$ cat src/rtl/mem_port_arbiter.sv
// Arbitrates the single main-memory port between the I-cache and D-cache controllers.
// Define ARB_ROUND_ROBIN_EN for round-robin contention; default build is fixed D priority.
module mem_port_arbiter #(
    parameter int ADDR_W  = 10,
    parameter int DATA_W  = 32,
    parameter int TIMEOUT = 255
) (
    input  logic              clk,
    input  logic              rst,
    input  logic              d_read,
    input  logic              d_write,
    input  logic [ADDR_W-1:0] d_addr,
    input  logic [DATA_W-1:0] d_wdata,
    output logic              d_ready,
    output logic [DATA_W-1:0] d_rdata,
    input  logic              i_read,
    input  logic [ADDR_W-1:0] i_addr,
    output logic              i_ready,
    output logic [DATA_W-1:0] i_rdata,
    output logic              mem_read,
    output logic              mem_write,
    output logic [ADDR_W-1:0] mem_addr,
    output logic [DATA_W-1:0] mem_wdata,
    input  logic [DATA_W-1:0] mem_rdata,
    input  logic              mem_ready,
    output logic              busy,
    output logic              timeout_err
);

    localparam int CNT_W = $clog2(TIMEOUT + 1);

    typedef enum logic [1:0] {
        IDLE    = 2'd0,
        SERVE_D = 2'd1,
        SERVE_I = 2'd2,
        RELEASE = 2'd3
    } state_t;

    state_t              state_reg, state_next;
    logic                op_write_reg, op_write_next;
    logic [ADDR_W-1:0]   addr_reg, addr_next;
    logic [DATA_W-1:0]   wdata_reg, wdata_next;
    logic [CNT_W-1:0]    cnt_reg, cnt_next;
    logic                last_grant_d_reg, last_grant_d_next;
    logic                timeout_err_reg, timeout_err_next;

    logic d_req;
    logic i_req;
    logic grant_d;
    logic serving;
    logic abort;
    logic done;

    always_ff @(posedge clk) begin
        if (!rst) begin
            state_reg        <= IDLE;
            op_write_reg     <= 1'b0;
            addr_reg         <= '0;
            wdata_reg        <= '0;
            cnt_reg          <= '0;
            last_grant_d_reg <= 1'b0;
            timeout_err_reg  <= 1'b0;
        end else begin
            state_reg        <= state_next;
            op_write_reg     <= op_write_next;
            addr_reg         <= addr_next;
            wdata_reg        <= wdata_next;
            cnt_reg          <= cnt_next;
            last_grant_d_reg <= last_grant_d_next;
            timeout_err_reg  <= timeout_err_next;
        end
    end

    always_comb begin
        state_next        = state_reg;
        op_write_next     = op_write_reg;
        addr_next         = addr_reg;
        wdata_next        = wdata_reg;
        cnt_next          = cnt_reg;
        last_grant_d_next = last_grant_d_reg;
        timeout_err_next  = timeout_err_reg;

        d_req = d_read | d_write;
        i_req = i_read;
`ifdef ARB_ROUND_ROBIN_EN
        // On contention the side that did not win last time gets the port.
        grant_d = d_req && (!i_req || !last_grant_d_reg);
`else
        grant_d = d_req;
`endif

        serving = (state_reg == SERVE_D) || (state_reg == SERVE_I);
        // cnt_reg holds the number of serve cycles already completed.
        abort   = serving && !mem_ready && (cnt_reg == CNT_W'(TIMEOUT - 1));

        case (state_reg)
            IDLE: begin
                if (d_req || i_req) begin
                    state_next        = grant_d ? SERVE_D : SERVE_I;
                    addr_next         = grant_d ? d_addr : i_addr;
                    op_write_next     = grant_d && d_write;
                    last_grant_d_next = grant_d;
                    cnt_next          = '0;
                    if (grant_d) begin
                        wdata_next = d_wdata;
                    end
                end
            end
            SERVE_D, SERVE_I: begin
                if (mem_ready || abort) begin
                    state_next = RELEASE;
                end else begin
                    cnt_next = cnt_reg + CNT_W'(1);
                end
                if (abort) begin
                    timeout_err_next = 1'b1;
                end
            end
            RELEASE: begin
                cnt_next   = '0;
                state_next = IDLE;
            end
            default: begin
                state_next = IDLE;
            end
        endcase

        // Ready is masked while reset is asserted so a dropped transaction never completes.
        done      = serving && (mem_ready || abort) && rst;
        mem_read  = serving && !op_write_reg && !abort;
        mem_write = serving && op_write_reg && !abort;
        d_ready   = done && (state_reg == SERVE_D);
        i_ready   = done && (state_reg == SERVE_I);
        d_rdata   = (d_ready && mem_ready) ? mem_rdata : '0;
        i_rdata   = (i_ready && mem_ready) ? mem_rdata : '0;
    end

    assign mem_addr    = addr_reg;
    assign mem_wdata   = wdata_reg;
    assign busy        = (state_reg != IDLE);
    assign timeout_err = timeout_err_reg;

endmodule
$ cat config.mk
export PLATFORM = sky130hd
export DESIGN_NAME = mem_port_arbiter
export DESIGN_NICKNAME = d
export VERILOG_FILES = /design/src/rtl/mem_port_arbiter.sv
export SDC_FILE = /design/constraint.sdc
export NUM_CORES = 1
export LEC_CHECK = 0
export BUFFER_PORTS_ARGS = -buffer_cell sky130_fd_sc_hd__buf_2
export CAP_MARGIN = 15
export CORE_MARGIN = 2
export CORE_UTILIZATION = 23
export DETAILED_ROUTE_END_ITERATION = 6
export PLACE_DENSITY = 0.49
export SLEW_MARGIN = 10
export SYNTH_ARGS = -nofsm -noshare
export SYNTH_HDL_FRONTEND = slang
export SYNTH_SLANG_ARGS = --single-unit
$ cat constraint.sdc
create_clock -name clk -period 1.6 [get_ports clk]
set_input_delay 0.24 -clock clk [delete_from_list [all_inputs] [get_ports clk]]
set_output_delay 0.24 -clock clk [all_outputs]
set_load 0.05 [all_outputs]
==> impl_metrics.csv, run 1 <==
group,metric,value,unit
timing,fin_crit,1.96,ns
floorplanning,fp.dieArea,12800,µm²
clock_network,cts_buffers,5,
clock_network,insertion_delay,0.29,ns
cells_and_area,area_growth,102,%
floorplanning,die_y,113,µm
critical_path,cp-start-kind,"register",
critical_path,crit_slowest_cell,"dfxtp_2",
critical_path,critPathBufInv,4,
clock_network,cts_max_level,2,
power_and_ir_drop,leakagePower,2.57,nW
global_routing,use_met2,28.9,%
cells_and_area,fin_area,5550,µm²
logic_synthesis,synthesis.area,2740,µm²
logic_synthesis,synth.distinct_cells,33,
detailed_routing,drc,16,
timing,slew_headroom,65.1,%
cells_and_area,diodes,0,
timing,layout_setup_ws,-0.357,ns
run_status,status,"finished with violations",
global_routing,met1_usage,17.9,%
timing,setup_violations,76,
cells_and_area,mostFrequentLayoutCell,"buf_2",
detailed_routing,routed_wl,10500,µm
critical_path,cp_top_family,"buffers and inverters",
timing,post-route-period-util,122,%
timing,rsz0062_at_grt,"yes",
placed_design,place_hpwl,7090,µm
placed_design,place_area,4360,µm²
detailed_routing,firstDrtPassIters,6,
critical_path,cp_common_cell,"buf_12",
timing,tightest_slew,0.522,ns
timing,hold_viol,0,
clock_network,cts_buffer_depth,2,
global_routing,grt_pass1_vias,3366,
global_routing,grt.busiest_layer,"met2",
run_status,violations,"design-rule violations, negative setup slack",
floorplanning,initial_core_util,23.8,%
hold_path,hold_class,"in -> reg",
detailed_routing,via_count,3417,
global_routing,grtUsageTotal,15.4,%
timing,setup_tns,-22.58,ns
power_and_ir_drop,power_density,1370,nW/µm²
critical_path,cp_cell_sequence,"inv_2 > ha_4 > nand3_4 > nor2_4 > buf_12 > buf_12 > and2_2 > buf_6",
placed_design,portBuffers,201,
timing,slew_viol_final,0,
floorplanning,core_area,11500,µm²
clock_network,cts_tree,"yes",
logic_synthesis,ys_seq_area_share,39.4,%
global_routing,antenna_found_initial,0,
run,cap_violations,0,
clock_network,clkTransAtPathRegs,0.07,ns
clock_network,clock_sinks,54,
logic_synthesis,synth-seq-cells,54,
detailed_routing,first_iter_violations,143,
placed_design,gp_congestion,0.867,
cells_and_area,nets,700,
critical_path,worst_ep_arrival_time,1.72,ns
critical_path,crit_type,"reg -> out",
global_routing,grtUsageMet3,3.43,%
logic_synthesis,synth_nets,465,
critical_path,crit_fanout,6,
power_and_ir_drop,ir_drop,841,µV
floorplanning,io_pins,202,
floorplanning,die_w,113,µm
clock_network,ctsHoldBuffers,0,
critical_path,max_stage_delay,0.34,ns
detailed_routing,wire_per_inst,14.0,µm
logic_synthesis,yosys_warnings,0,
cells_and_area,largest_register_ffs,32,
logic_synthesis,synth_cells,370,
clock_network,cts_root_buffer,"clkbuf_16",
floorplanning,rows,39,
detailed_routing,via_per_inst,4.56,
timing,skew,0.00633,ns
global_routing,grt_max_degree,33,
logic_synthesis,syn_area_per_cell,7.42,µm²
cells_and_area,layout_common_cells,"buf_2, nand2_1, buf_8",
timing,fmax,511,MHz
critical_path,endpoint_kind,"primary output",
detailed_routing,ant_nets,0,
global_routing,grt_pass1_wl,16400,µm
global_routing,overflow,0,
critical_path,required,1.36,ns
cells_and_area,drive_above_1_share,58.6,%
-- tightest hold or removal path: stages --
cell and delay [ns]:
buf_2 0.09, nand2_1 0.04, a21oi_1 0.05
-- report_power, final --
part	internal, mW	total, mW	switching [mW]
Sequential	1.66	1.81	0.152
Combinational	1.72	4.50	2.77
Clock	0.788	1.30	0.509
Total	4.17	7.60	3.43
-- logic make-up (layout without fill, tap and decap cells) --
kind of cell | count (synthesis) | count (layout) | synth area share [%]
AO/OA/AOI/OAI | 79 | 79 | 17.1
flip-flops | 54 | 54 | 39.4
multiplexers | 1 | 1 | 0.365
AND/OR/NAND/NOR | 198 | 198 | 36.1
adder cells (fa/ha/maj) | 5 | 5 | 2.28
buffers and inverters | 33 | 269 | 4.79
-- timing repair --
action | CTS | global route
setup buffers | 7 | 6
gates cloned | 2 | 2
resized for setup | 218 | 23
endpoints found under the setup margin | 74 | 84
hold endpoints to repair | 0 | 0
pin swaps | 8 | 24
-- Yosys cell counts --
| master | count | area (µm²) |
|---|---|---|
| a21oi_1 | 38 | 190 |
| a2bb2oi_1 | 1 | 8.76 |
| a311oi_1 | 10 | 87.6 |
| a31o_2 | 1 | 8.76 |
| a31oi_1 | 6 | 37.5 |
| a41o_1 | 1 | 10.0 |
| and2_1 | 66 | 413 |
| and3_1 | 1 | 6.26 |
| and4_1 | 1 | 8.76 |
| buf_2 | 6 | 30.0 |
| clkbuf_1 | 18 | 67.6 |
| dfxtp_1 | 54 | 1080 |
| ha_1 | 5 | 62.6 |
| inv_1 | 8 | 30.0 |
| inv_2 | 1 | 3.75 |
| mux2i_1 | 1 | 10.0 |
| nand2_1 | 85 | 319 |
| nand2_2 | 1 | 6.26 |
| nand3_1 | 6 | 30.0 |
| nand4_1 | 4 | 25.0 |
| nor2_1 | 22 | 82.6 |
| nor2b_1 | 2 | 12.5 |
| nor3_1 | 1 | 5.00 |
| nor4b_4 | 1 | 23.8 |
| o2111a_1 | 1 | 11.3 |
| o211ai_1 | 2 | 15.0 |
| o21ai_0 | 16 | 80.1 |
| o21ai_1 | 1 | 5.00 |
| o22ai_1 | 1 | 6.26 |
| o31ai_1 | 1 | 7.51 |
| or3_1 | 3 | 18.8 |
| or4_1 | 4 | 30.0 |
| or4b_1 | 1 | 10.0 |
-- path summary, 6_finish.rpt --
| kind | end | cells past startpoint | from | slack [ns] |
|---|---|---|---|---|
| setup / recovery | i_rdata[0] | 8 | state_reg[1]$_SDFFE_PN0P_ | -0.36 |
| hold / removal | mem_wdata[1]$_SDFFE_PN0P_ | 3 | d_wdata[1] | 0.18 |
| setup reg to reg | cnt_reg[4]$_SDFFE_PN0P_ | 9 | state_reg[1]$_SDFFE_PN0P_ | -0.26 |
| hold reg to reg | mem_wdata[12]$_SDFFE_PN0P_ | 2 | mem_wdata[12]$_SDFFE_PN0P_ | 0.45 |
-- area by class of cell --
cell class,count,area [µm²]
inverters,9,40.0
clock inverters,2,38.8
multi-input cells,283,1840
well taps,143,179
repair buffers,252,2220
clock buffers,6,139
flip-flops and latches,54,1080
fillers,1094,5970
-- per-stage QoR --
stage          cells  setup slack (ns)  power [mW]  hold WS [ns]  utilization, %
3_5_place_dp     725            -0.198        5.54         0.444            37.9
4_1_cts          742            -0.379        7.29         0.171            46.7
2_1_floorplan    370            -0.140        4.47         0.376               -
3_3_place_gp     725            -0.132        5.51         0.439            37.9
6_report         749            -0.357        7.60         0.183            48.2
5_1_grt          749            -0.421        8.03         0.179            48.2
-- per-layer routing --
metal / part of all wire (%) / up-vias
met2: 52 / 140
met1: 40 / 1561
met3: 7.4 / 6
met5: 0 / -
li1: - / 1710
met4: 0.69 / 0
Note: power is estimated with default switching activity, not from simulation.
==> inputs of run 2 (changes only) <==
--- a/config.mk
+++ b/config.mk
@@ -5,12 +5,13 @@
 export SDC_FILE = /design/constraint.sdc
 export NUM_CORES = 1
 export LEC_CHECK = 0
+export ABC_AREA = 1
 export BUFFER_PORTS_ARGS = -buffer_cell sky130_fd_sc_hd__buf_2
 export CAP_MARGIN = 15
 export CORE_MARGIN = 2
 export CORE_UTILIZATION = 23
 export DETAILED_ROUTE_END_ITERATION = 6
-export PLACE_DENSITY = 0.49
+export PLACE_DENSITY = 0.5
 export SLEW_MARGIN = 10
 export SYNTH_ARGS = -nofsm -noshare
 export SYNTH_HDL_FRONTEND = slang
==> run 2 against run 1 <==
The flow still finishes with violations (design-rule violations, negative setup slack). Critical path type unchanged. Critical endpoint is now i_rdata[13]. Via count up 2.9%. Sequential power up 11%. Final cell count up 6.5%. Worst setup slack worse by 0.30 ns.
==> impl_metrics.csv, run 2 <==
group,metric,value,unit
logic_synthesis,ys.flop_type,"dfxtp_1",
timing,tightest_slew,0.489,ns
logic_synthesis,synthAdderAreaFrac,2.29,%
detailed_routing,drc,20,
clock_network,clkTransAtPathRegs,0.07,ns
power_and_ir_drop,pwr-share-seq,24.9,%
cells_and_area,fin_util,45.0,%
run,cap_violations,0,
logic_synthesis,synth_compound_area_share,13.1,%
timing,post-route-period-util,141,%
timing,setup_tns,-42.22,ns
timing,hold_viol,0,
logic_synthesis,synth_top_area_share,39.6,%
critical_path,ff2ff_setup_slack,-0.16,ns
power_and_ir_drop,switchingPower,4.03,mW
floorplanning,rows,39,
cells_and_area,fin_area,5180,µm²
detailed_routing,firstDrtPassIters,6,
logic_synthesis,synth.distinct_cells,21,
timing,skew,0.00433,ns
critical_path,required,1.36,ns
critical_path,crit_type,"reg -> out",
critical_path,endpoint_kind,"primary output",
power_and_ir_drop,clkPwrFrac,15.5,%
clock_network,clock_sinks,54,
timing,fin_crit,2.26,ns
placed_design,portBuffers,201,
floorplanning,initial_core_util,23.7,%
hold_path,hold_class,"in -> reg",
detailed_routing,wire_per_inst,12.8,µm
detailed_routing,via_per_inst,4.41,
detailed_routing,first_iter_violations,204,
global_routing,antenna_found_initial,0,
power_and_ir_drop,p_int,4.02,mW
power_and_ir_drop,total_power,8.04,mW
power_and_ir_drop,leakagePower,2.59,nW
clock_network,cts_max_level,2,
detailed_routing,routed_wl,10200,µm
cells_and_area,diodes,0,
power_and_ir_drop,comb_power_share,59.6,%
clock_network,insertion_delay,0.29,ns
clock_network,cts_root_buffer,"clkbuf_16",
power_and_ir_drop,ir_drop,1210,µV
global_routing,grtUsageTotal,15.0,%
logic_synthesis,synth_simple_gate_area_share,33.0,%
logic_synthesis,synth_edf_count,0,
cells_and_area,area_growth,89.8,%
detailed_routing,ant_nets,0,
timing,slew_viol_final,0,
cells_and_area,layout_common_cells,"buf_2, nor2_1, buf_6",
clock_network,cts_buffers,5,
logic_synthesis,yosys_warnings,0,
global_routing,overflow,0,
timing,hold_ws,0.165,ns
logic_synthesis,synth_nets,523,
critical_path,worst_ep_arrival_time,2.02,ns
timing,setup_violations,73,
critical_path,cp-start-kind,"register",
global_routing,grt_pass1_wl,15700,µm
floorplanning,fp.dieArea,12800,µm²
run_status,violations,"design-rule violations, negative setup slack",
logic_synthesis,synth_xor_area_share,0,%
logic_synthesis,synth_top_family_by_area,"simple AND/OR/NAND/NOR gates",
global_routing,grt_pass1_vias,3325,
logic_synthesis,ys_seq_area_share,39.6,%
clock_network,ctsHoldBuffers,0,
power_and_ir_drop,swShare,50.1,%
logic_synthesis,synth-seq-cells,54,
cells_and_area,mostFrequentLayoutCell,"buf_2",
global_routing,grt_max_degree,52,
cells_and_area,largest_register_ffs,32,
power_and_ir_drop,power_density,1550,nW/µm²
floorplanning,die_w,113,µm
logic_synthesis,synthesis.area,2730,µm²
placed_design,place_area,4460,µm²
logic_synthesis,synthMuxAreaShare,0,%
placed_design,post-place-ws,-0.450,ns
cells_and_area,drive_above_1_share,51.3,%
timing,fmax,443,MHz
cells_and_area,nets,749,
logic_synthesis,synth_cells,428,
timing,layout_setup_ws,-0.656,ns
logic_synthesis,syn_area_per_cell,6.38,µm²
placed_design,gp_congestion,0.848,
placed_design,place_inst,782,
clock_network,cts_buffer_depth,2,
floorplanning,die_y,113,µm
logic_synthesis,synth_largest_area_cell,"dfxtp_1",
detailed_routing,via_count,3517,
clock_network,cts_tree,"yes",
placed_design,place_hpwl,7290,µm
floorplanning,core_area,11500,µm²
run_status,status,"finished with violations",
cells_and_area,layout.cells.non_filler,798,
logic_synthesis,synthArstFlopShare,0,%
logic_synthesis,yosys-top-cells-area,"dfxtp_1, nor2_1, o21ai_0",
logic_synthesis,synthTopCellsByCount,"nor2_1, nand2_1, dfxtp_1",
critical_path,crit_fanout,32,
floorplanning,io_pins,202,
timing,slew_headroom,67.4,%
logic_synthesis,synth.most_common_cell,"nor2_1",
timing,rsz0062_at_grt,"yes",
## run 2: what timing repair did
item                       in CTS  in global routing
gates resized for setup       138                 14
setup endpoints to repair      72                101
buffers inserted                4                  3
gates cloned                    0                  1
pin swaps                       1                  1
hold endpoints to repair        0                  0
## run 2: path summary, 6_finish.rpt
path	startpoint	depth (start not counted)	end
worst max register to register	state_reg[1]$_SDFFE_PN0P_	13	cnt_reg[6]$_SDFFE_PN0P_
worst min-delay path	d_wdata[9]	3	mem_wdata[9]$_SDFFE_PN0P_
worst max-delay path	state_reg[0]$_SDFFE_PN0P_	12	i_rdata[13]
worst min register to register	timeout_err$_SDFFE_PN0P_	2	timeout_err$_SDFFE_PN0P_
## run 2: worst max-delay path, cell delays in order, from the launching register on
cell,delay (ns)
dfxtp_2,0.34
inv_2,0.05
ha_4,0.27
inv_4,0.04
nor2_4,0.06
nand3_2,0.08
nand2_2,0.09
nand2_4,0.05
nor2_4,0.13
nand3_2,0.10
buf_12,0.19
nor2_2,0.13
buf_6,0.17
## run 2: kinds of logic (layout without fill, tap and decap cells)
| group | after synthesis | after routing |
|---|---|---|
| adders and majority gates | 5 | 5 |
| DFF | 54 | 54 |
| and+or+nand+nor | 225 | 225 |
| buffers and inverters | 75 | 302 |
| AOI/OAI and AO/OA | 69 | 69 |
## run 2: power by group through the flow
stage | registers, mW | clock network, mW | logic [mW]
global route | 2.05 | 1.33 | 5.18
floorplan | 3.31 | 0 | 1.91
finish | 2.01 | 1.25 | 4.79
detailed placement | 2.03 | 0 | 4.51
CTS | 2.01 | 1.29 | 4.71
global placement | 2.02 | 0 | 4.48
## run 2: layout make-up
type	count	area, µm²
Inverter	55	213
Timing Repair Buffer	239	1840
Clock inverter	3	40.0
Fill cell	1138	6330
Tap cell	143	179
Clock buffer	5	125
Sequential cell	54	1080
Multi-Input combinational cell	299	1700
## run 2: metal layers
metal | wire length (µm) | GRT usage, % | vias to the layer above
met1 | 4080 | 17.3 | 1575
met4 | 165 | 4.23 | 0
met5 | 0 | 0 | -
met2 | 5000 | 27.2 | 163
li1 | - | - | 1769
met3 | 940 | 4.12 | 10
